[src/rtl/riscv_main_control_fsm_pkg.sv]
// Shared encodings for the multi-cycle RISC-V control path: opcodes, ALU and
// operand-select codes, FSM states and the per-state control word.
package riscv_pkg;

    localparam logic [6:0] OP_RTYPE  = 7'b0110011;
    localparam logic [6:0] OP_LOAD   = 7'b0000011;
    localparam logic [6:0] OP_STORE  = 7'b0100011;
    localparam logic [6:0] OP_BRANCH = 7'b1100011;

    localparam logic [1:0] ALUOP_ADD   = 2'b00;
    localparam logic [1:0] ALUOP_SUB   = 2'b01;
    localparam logic [1:0] ALUOP_FUNCT = 2'b10;

    localparam logic [1:0] SRCA_PC     = 2'b00;
    localparam logic [1:0] SRCA_OLD_PC = 2'b01;
    localparam logic [1:0] SRCA_REG_A  = 2'b10;

    localparam logic [1:0] SRCB_REG_B  = 2'b00;
    localparam logic [1:0] SRCB_FOUR   = 2'b01;
    localparam logic [1:0] SRCB_IMM    = 2'b10;

    typedef enum logic [3:0] {
        ST_START, ST_FETCH, ST_DECODE, ST_MEM_ADDR, ST_MEM_READ, ST_MEM_WB,
        ST_MEM_WRITE, ST_EXECUTE, ST_ALU_WB, ST_BRANCH, ST_HALT
    } state_t;

    // fetch / mem_write_st / retire are internal tags for the handshake-qualified outputs
    typedef struct packed {
        logic       mem_req;
        logic       mem_read;
        logic       mem_write;
        logic       iord;
        logic       pc_write_cond;
        logic       reg_write;
        logic [1:0] alu_src_a;
        logic [1:0] alu_src_b;
        logic [1:0] alu_op;
        logic       pc_src;
        logic       mem_to_reg;
        logic       halted;
        logic       retire;
        logic       fetch;
        logic       mem_write_st;
    } ctrl_t;

    function automatic ctrl_t state_ctrl(input state_t s);
        ctrl_t c;
        c = '0;
        case (s)
            ST_FETCH: begin
                c.mem_req   = 1'b1;
                c.mem_read  = 1'b1;
                c.alu_src_a = SRCA_PC;
                c.alu_src_b = SRCB_FOUR;
                c.alu_op    = ALUOP_ADD;
                c.fetch     = 1'b1;
            end
            ST_DECODE: begin
                c.alu_src_a = SRCA_OLD_PC;
                c.alu_src_b = SRCB_IMM;
                c.alu_op    = ALUOP_ADD;
            end
            ST_MEM_ADDR: begin
                c.alu_src_a = SRCA_REG_A;
                c.alu_src_b = SRCB_IMM;
                c.alu_op    = ALUOP_ADD;
            end
            ST_MEM_READ: begin
                c.mem_req  = 1'b1;
                c.mem_read = 1'b1;
                c.iord     = 1'b1;
            end
            ST_MEM_WB: begin
                c.reg_write  = 1'b1;
                c.mem_to_reg = 1'b1;
                c.retire     = 1'b1;
            end
            ST_MEM_WRITE: begin
                c.mem_req      = 1'b1;
                c.mem_write    = 1'b1;
                c.iord         = 1'b1;
                c.mem_write_st = 1'b1;
            end
            ST_EXECUTE: begin
                c.alu_src_a = SRCA_REG_A;
                c.alu_src_b = SRCB_REG_B;
                c.alu_op    = ALUOP_FUNCT;
            end
            ST_ALU_WB: begin
                c.reg_write = 1'b1;
                c.retire    = 1'b1;
            end
            ST_BRANCH: begin
                c.alu_src_a     = SRCA_REG_A;
                c.alu_src_b     = SRCB_REG_B;
                c.alu_op        = ALUOP_SUB;
                c.pc_write_cond = 1'b1;
                c.pc_src        = 1'b1;
                c.retire        = 1'b1;
            end
            ST_HALT: c.halted = 1'b1;
            default: c = '0;
        endcase
        return c;
    endfunction

endpackage

[src/rtl/riscv_main_control_fsm_opcode_class.sv]
// Combinational opcode classifier; anything outside the supported set is illegal.
module riscv_opcode_class
    import riscv_pkg::*;
(
    input  logic [6:0] opcode,
    output logic       is_rtype,
    output logic       is_load,
    output logic       is_store,
    output logic       is_branch,
    output logic       illegal
);

    // One-hot instruction class
    always_comb begin
        is_rtype  = 1'b0;
        is_load   = 1'b0;
        is_store  = 1'b0;
        is_branch = 1'b0;
        illegal   = 1'b0;
        case (opcode)
            OP_RTYPE:  is_rtype  = 1'b1;
            OP_LOAD:   is_load   = 1'b1;
            OP_STORE:  is_store  = 1'b1;
            OP_BRANCH: is_branch = 1'b1;
            default:   illegal   = 1'b1;
        endcase
    end

endmodule

[src/rtl/riscv_main_control_fsm.sv]
// Multi-cycle main control FSM: sequences fetch/decode/execute/memory/write-back,
// drives datapath enables and the memory req/ready handshake, and counts retirements.
module riscv_main_control_fsm
    import riscv_pkg::*;
#(
    parameter int RETIRE_W = 32
)
(
    input  logic                clk,
    input  logic                reset,
    input  logic [6:0]          opcode,
    input  logic                zero,
    input  logic                mem_ready,
    output logic                mem_req,
    output logic                mem_read,
    output logic                mem_write,
    output logic                iord,
    output logic                ir_write,
    output logic                pc_write,
    output logic                pc_write_cond,
    output logic                reg_write,
    output logic [1:0]          alu_src_a,
    output logic [1:0]          alu_src_b,
    output logic [1:0]          alu_op,
    output logic                pc_src,
    output logic                mem_to_reg,
    output logic                instr_retired,
    output logic                halted,
    output logic [RETIRE_W-1:0] retire_count
);

    state_t state;
    state_t state_nxt;
    ctrl_t  ctrl;
    logic   load_pending;
    logic   is_rtype;
    logic   is_load;
    logic   is_store;
    logic   is_branch;
    logic   illegal;
    logic   unused_zero;

    // zero is gated with pc_write_cond in the datapath, not here
    assign unused_zero = zero;

    riscv_opcode_class u_opcode_class (
        .opcode    (opcode),
        .is_rtype  (is_rtype),
        .is_load   (is_load),
        .is_store  (is_store),
        .is_branch (is_branch),
        .illegal   (illegal)
    );

    // Next-state selection; a non-one-hot class vector is treated as illegal
    always_comb begin
        state_nxt = state;
        case (state)
            ST_START:     state_nxt = ST_FETCH;
            ST_FETCH:     if (mem_ready) state_nxt = ST_DECODE; else state_nxt = ST_FETCH;
            ST_DECODE: begin
                case ({is_rtype, is_load, is_store, is_branch, illegal})
                    5'b10000: state_nxt = ST_EXECUTE;
                    5'b01000: state_nxt = ST_MEM_ADDR;
                    5'b00100: state_nxt = ST_MEM_ADDR;
                    5'b00010: state_nxt = ST_BRANCH;
                    default:  state_nxt = ST_HALT;
                endcase
            end
            ST_MEM_ADDR:  if (load_pending) state_nxt = ST_MEM_READ; else state_nxt = ST_MEM_WRITE;
            ST_MEM_READ:  if (mem_ready) state_nxt = ST_MEM_WB; else state_nxt = ST_MEM_READ;
            ST_MEM_WB:    state_nxt = ST_FETCH;
            ST_MEM_WRITE: if (mem_ready) state_nxt = ST_FETCH; else state_nxt = ST_MEM_WRITE;
            ST_EXECUTE:   state_nxt = ST_ALU_WB;
            ST_ALU_WB:    state_nxt = ST_FETCH;
            ST_BRANCH:    state_nxt = ST_FETCH;
            ST_HALT:      state_nxt = ST_HALT;
            default:      state_nxt = ST_HALT;
        endcase
    end

    // State register, control word registered for the upcoming state, retire counter
    always_ff @(posedge clk or posedge reset) begin
        if (reset) begin
            state        <= ST_START;
            ctrl         <= '0;
            load_pending <= 1'b0;
            retire_count <= '0;
        end else begin
            state <= state_nxt;
            ctrl  <= state_ctrl(state_nxt);
            if (state == ST_DECODE) begin
                load_pending <= is_load;
            end
            if (instr_retired) begin
                retire_count <= retire_count + RETIRE_W'(1);
            end
        end
    end

    assign mem_req       = ctrl.mem_req;
    assign mem_read      = ctrl.mem_read;
    assign mem_write     = ctrl.mem_write;
    assign iord          = ctrl.iord;
    assign pc_write_cond = ctrl.pc_write_cond;
    assign reg_write     = ctrl.reg_write;
    assign alu_src_a     = ctrl.alu_src_a;
    assign alu_src_b     = ctrl.alu_src_b;
    assign alu_op        = ctrl.alu_op;
    assign pc_src        = ctrl.pc_src;
    assign mem_to_reg    = ctrl.mem_to_reg;
    assign halted        = ctrl.halted;
    assign ir_write      = ctrl.fetch & mem_ready;
    assign pc_write      = ctrl.fetch & mem_ready;
    assign instr_retired = ctrl.retire | (ctrl.mem_write_st & mem_ready);

endmodule

[config.mk]
export PLATFORM = sky130hd
export DESIGN_NAME = riscv_main_control_fsm
export DESIGN_NICKNAME = d
export VERILOG_FILES = /design/src/rtl/riscv_main_control_fsm_pkg.sv /design/src/rtl/riscv_main_control_fsm_opcode_class.sv /design/src/rtl/riscv_main_control_fsm.sv
export SDC_FILE = /design/constraint.sdc
export NUM_CORES = 1
export LEC_CHECK = 0
export ABC_AREA = 1
export CORE_ASPECT_RATIO = 0.75
export CORE_MARGIN = 1.5
export CORE_UTILIZATION = 39
export CTS_CLUSTER_DIAMETER = 200
export DETAILED_ROUTE_END_ITERATION = 12
export GPL_ROUTABILITY_DRIVEN = 0
export REMOVE_ABC_BUFFERS = 1
export SLEW_MARGIN = 20
export SYNTH_ARGS = -nofsm -noshare
export SYNTH_HDL_FRONTEND = slang
export SYNTH_SLANG_ARGS = --single-unit
[constraint.sdc]
create_clock -name clk -period 2 [get_ports clk]
set_clock_uncertainty 0.1 [all_clocks]
set_input_delay 0.3 -clock clk [delete_from_list [all_inputs] [get_ports clk]]
set_output_delay 0.3 -clock clk [all_outputs]
set_load 0.02 [all_outputs]
==> results.py <==
metrics = {
    "outcome": {
        "status": "completed",
    },
    "global_routing": {
        "grt_antenna_before_repair": 0,
        "grt_max_degree": 22,
        "grt.total_usage_pct": 19.19,
        "grt-ovfl-total": 0,
        "grt_pass1_vias": 2555,
        "grt_first_pass_wirelength_um": 12430,
    },
    "drt": {
        "vias_per_cell": 4.692,
        "drt-initial-drc-count": 148,
        "drc": 0,
        "ant_nets": 0,
        "dr.pass1.iters": 5,
        "dr_total_vias": 2712,
        "drt-total-wl_um": 7146,
        "wl_per_cell_um": 12.36,
    },
    "floorplan": {
        "die_area_mm2": 0.008181,
        "coreArea_mm2": 0.007365,
        "ioPinCount": 61,
        "die_y_um": 78.71,
        "initial_core_util_pct": 40.47,
        "fp-row-count": 27,
        "dieWidth_um": 103.9,
    },
    "finish": {
        "biggestRegsByFlops": "retire_count x32, state x4",
        "nFillCells": 762,
        "largest_reg_flops": 32,
        "layout-drive-gt1-share_pct": 8.176,
        "utilization_pct": 51.60,
        "fin_area_mm2": 0.003800,
        "top_register": "retire_count",
        "nets": 488,
        "final_cells": 578,
        "syn2layout_area_growth_pct": 27.50,
        "n_antenna_cell": 0,
    },
    "yosys": {
        "yosysTopAreaCell": "dfrtp_1",
        "yosys-top-cells-count": "nand2_1 (153), nor2_1 (57), dfrtp_1 (52)",
        "seq_area_frac_synth_pct": 43.66,
        "ys.flop_type": "dfrtp_1",
        "yosysMostFrequentCell": "nand2_1",
        "ys_ff_latch": 52,
        "synth_async_sr_flop_share_pct": 100.0,
        "synthCells": 412,
        "synth_enable_flop_cells": 0,
        "yosys-top-cells-area": "dfrtp_1 (44%), nand2_1 (19%), nor2_1 (7.2%)",
        "netlist_area_mm2": 0.002980,
        "syn-mean-instance-area_um2": 7.234,
        "synth_top_area_share_pct": 43.66,
        "ys_types": 27,
        "ys_warn_count": 0,
    },
    "sta": {
        "finalMaxSlewViolations": 0,
        "worstMarginPinSlew_ns": 0.4237,
        "post-route-period-util_pct": 92.38,
        "slew-limit-headroom_pct": 71.71,
        "rsz0062_at_grt": "no",
        "finalWorstSetupSlack_ns": 0.1525,
        "report.final.hold_viol_count": 0,
        "fmax_ghz": 0.5413,
        "finalCriticalPeriod_ns": 1.848,
        "setup_viol": 0,
    },
    "place": {
        "dp.cells": 570,
        "dp_slack_ns": -0.09303,
        "io_buffers": 59,
        "place_area_mm2": 0.003696,
        "dp_hpwl_um": 5669,
    },
    "cts": {
        "cts.htree.levels": 2,
        "hold_buffers": 0,
        "insertion_delay_ns": 0.31,
        "cts_root_buf": "clkbuf_8",
        "cts-resized-gates": 3,
        "clk_pin_slew_ns": 0.10,
        "tritoncts": "built",
        "clockBufferDepth": 2,
        "cts.sinks": 52,
        "post-cts-setup-buffers": 0,
        "numCtsBuffers": 5,
    },
    "power_and_ir_drop": {
        "powerDensity_mw_per_mm2": 485.1,
        "ir_drop_v": 0.0003465,
        "power.leakage_nw": 1.868,
    },
    "critical_path": {
        "cp-end-kind": "output pin",
        "crit_buf_inv": 1,
        "crit_chain": "clkdlybuf4s50_1",
        "cp-start-kind": "flip-flop",
        "cpMaxStageDelayCell": "clkdlybuf4s50_1",
        "cp.arrival_ns": 1.45,
        "critical_path_class": "reg2out",
        "slowest_delay_ns": 0.65,
        "path_max_fanout": 5,
        "cpLargestDelayFamily": "buffers and inverters",
        "cp.required_ns": 1.60,
    },
    "flow_run": {
        "drv_cap": 0,
    },
    "worst_hold_path": {
        "hold_path_class": "in2async",
    },
}
-- power breakdown --
group          leakage [nW]  switching, W  internal, W
logic                  1.14     0.0000343    0.0000271
clock network        0.0552      0.000359     0.000372
registers             0.669             0      0.00105
-- through the flow --
step                      power (W)  setup TNS, ns  hold WS (ns)
final                      0.001843              0        0.2030
after global routing       0.001907              0        0.2464
after CTS                  0.001867              0        0.2119
after detailed placement   0.001135        -0.3040        0.4163
after global placement     0.001134        -0.2572        0.4178
after floorplan            0.001095              0        0.3000
-- per-layer routing --
| metal | GRT usage, % | vias to the layer above | wire [um] |
|---|---|---|---|
| met5 | 0 | - | 0 |
| met4 | 4.583 | 0 | 78 |
| met3 | 3.777 | 8 | 369 |
| met2 | 28.34 | 75 | 2879 |
| met1 | 28.84 | 1241 | 3818 |
| li1 | - | 1388 | - |
-- logic make-up (layout without fill, tap and decap cells) --
kind of cell               Yosys count  count (layout)  share of synthesized area, %
buffers and inverters               60             125                         9.152
xor gates and xnor gates            15              15                         4.408
AOI/OAI and AO/OA                   14              14                         2.645
and+or+nand+nor                    270             270                         39.71
adders and majority gates            1               1                        0.4197
DFF                                 52              52                         43.66
-- cells in the final DEF, fill, tap and decap left out, drive strengths merged --
cell type	synthesis	routed
nand4	5	5
ha	1	1
o22ai	1	1
clkinv	0	1
o21ai	8	8
nand2	159	159
clkbuf	0	6
buf	13	11
o211a	1	1
nor3	10	10
xor2	4	4
a21oi	3	3
nand3b	9	9
inv	47	47
nand3	21	21
o21a	1	1
dfrtp	52	52
nor2	66	66
dlygate4sd2	0	3
bufinv	0	1
xnor2	11	11
clkdlybuf4s50	0	56
-- path summary, 6_finish.rpt --
kind	startpoint	end	slack (ns)	cells past startpoint
worst max-delay path	retire_count[7]	retire_count[7]	0.15	1
worst min-delay path	reset	alu_src_b[1]	0.20	2
worst max register to register	state[3]	ctrl[2]	0.25	8
worst min register to register	retire_count[31]	retire_count[31]	0.44	2
max in group asynchronous	reset	retire_count[6]	1.11	3
min in group clk	retire_count[31]	retire_count[31]	0.44	2
-- layout make-up --
cell class	count	area [um2]	area share [%]
inverters	47	176.4	4.643
flip-flops and latches	52	1301	34.24
clock buffers	6	72.57	1.910
clock inverters	2	35.03	0.9220
repair buffers	70	681.9	17.95
well taps	101	126.4	3.326
multi-input cells	300	1406	37.01
Power figures use the tool's default switching activity.
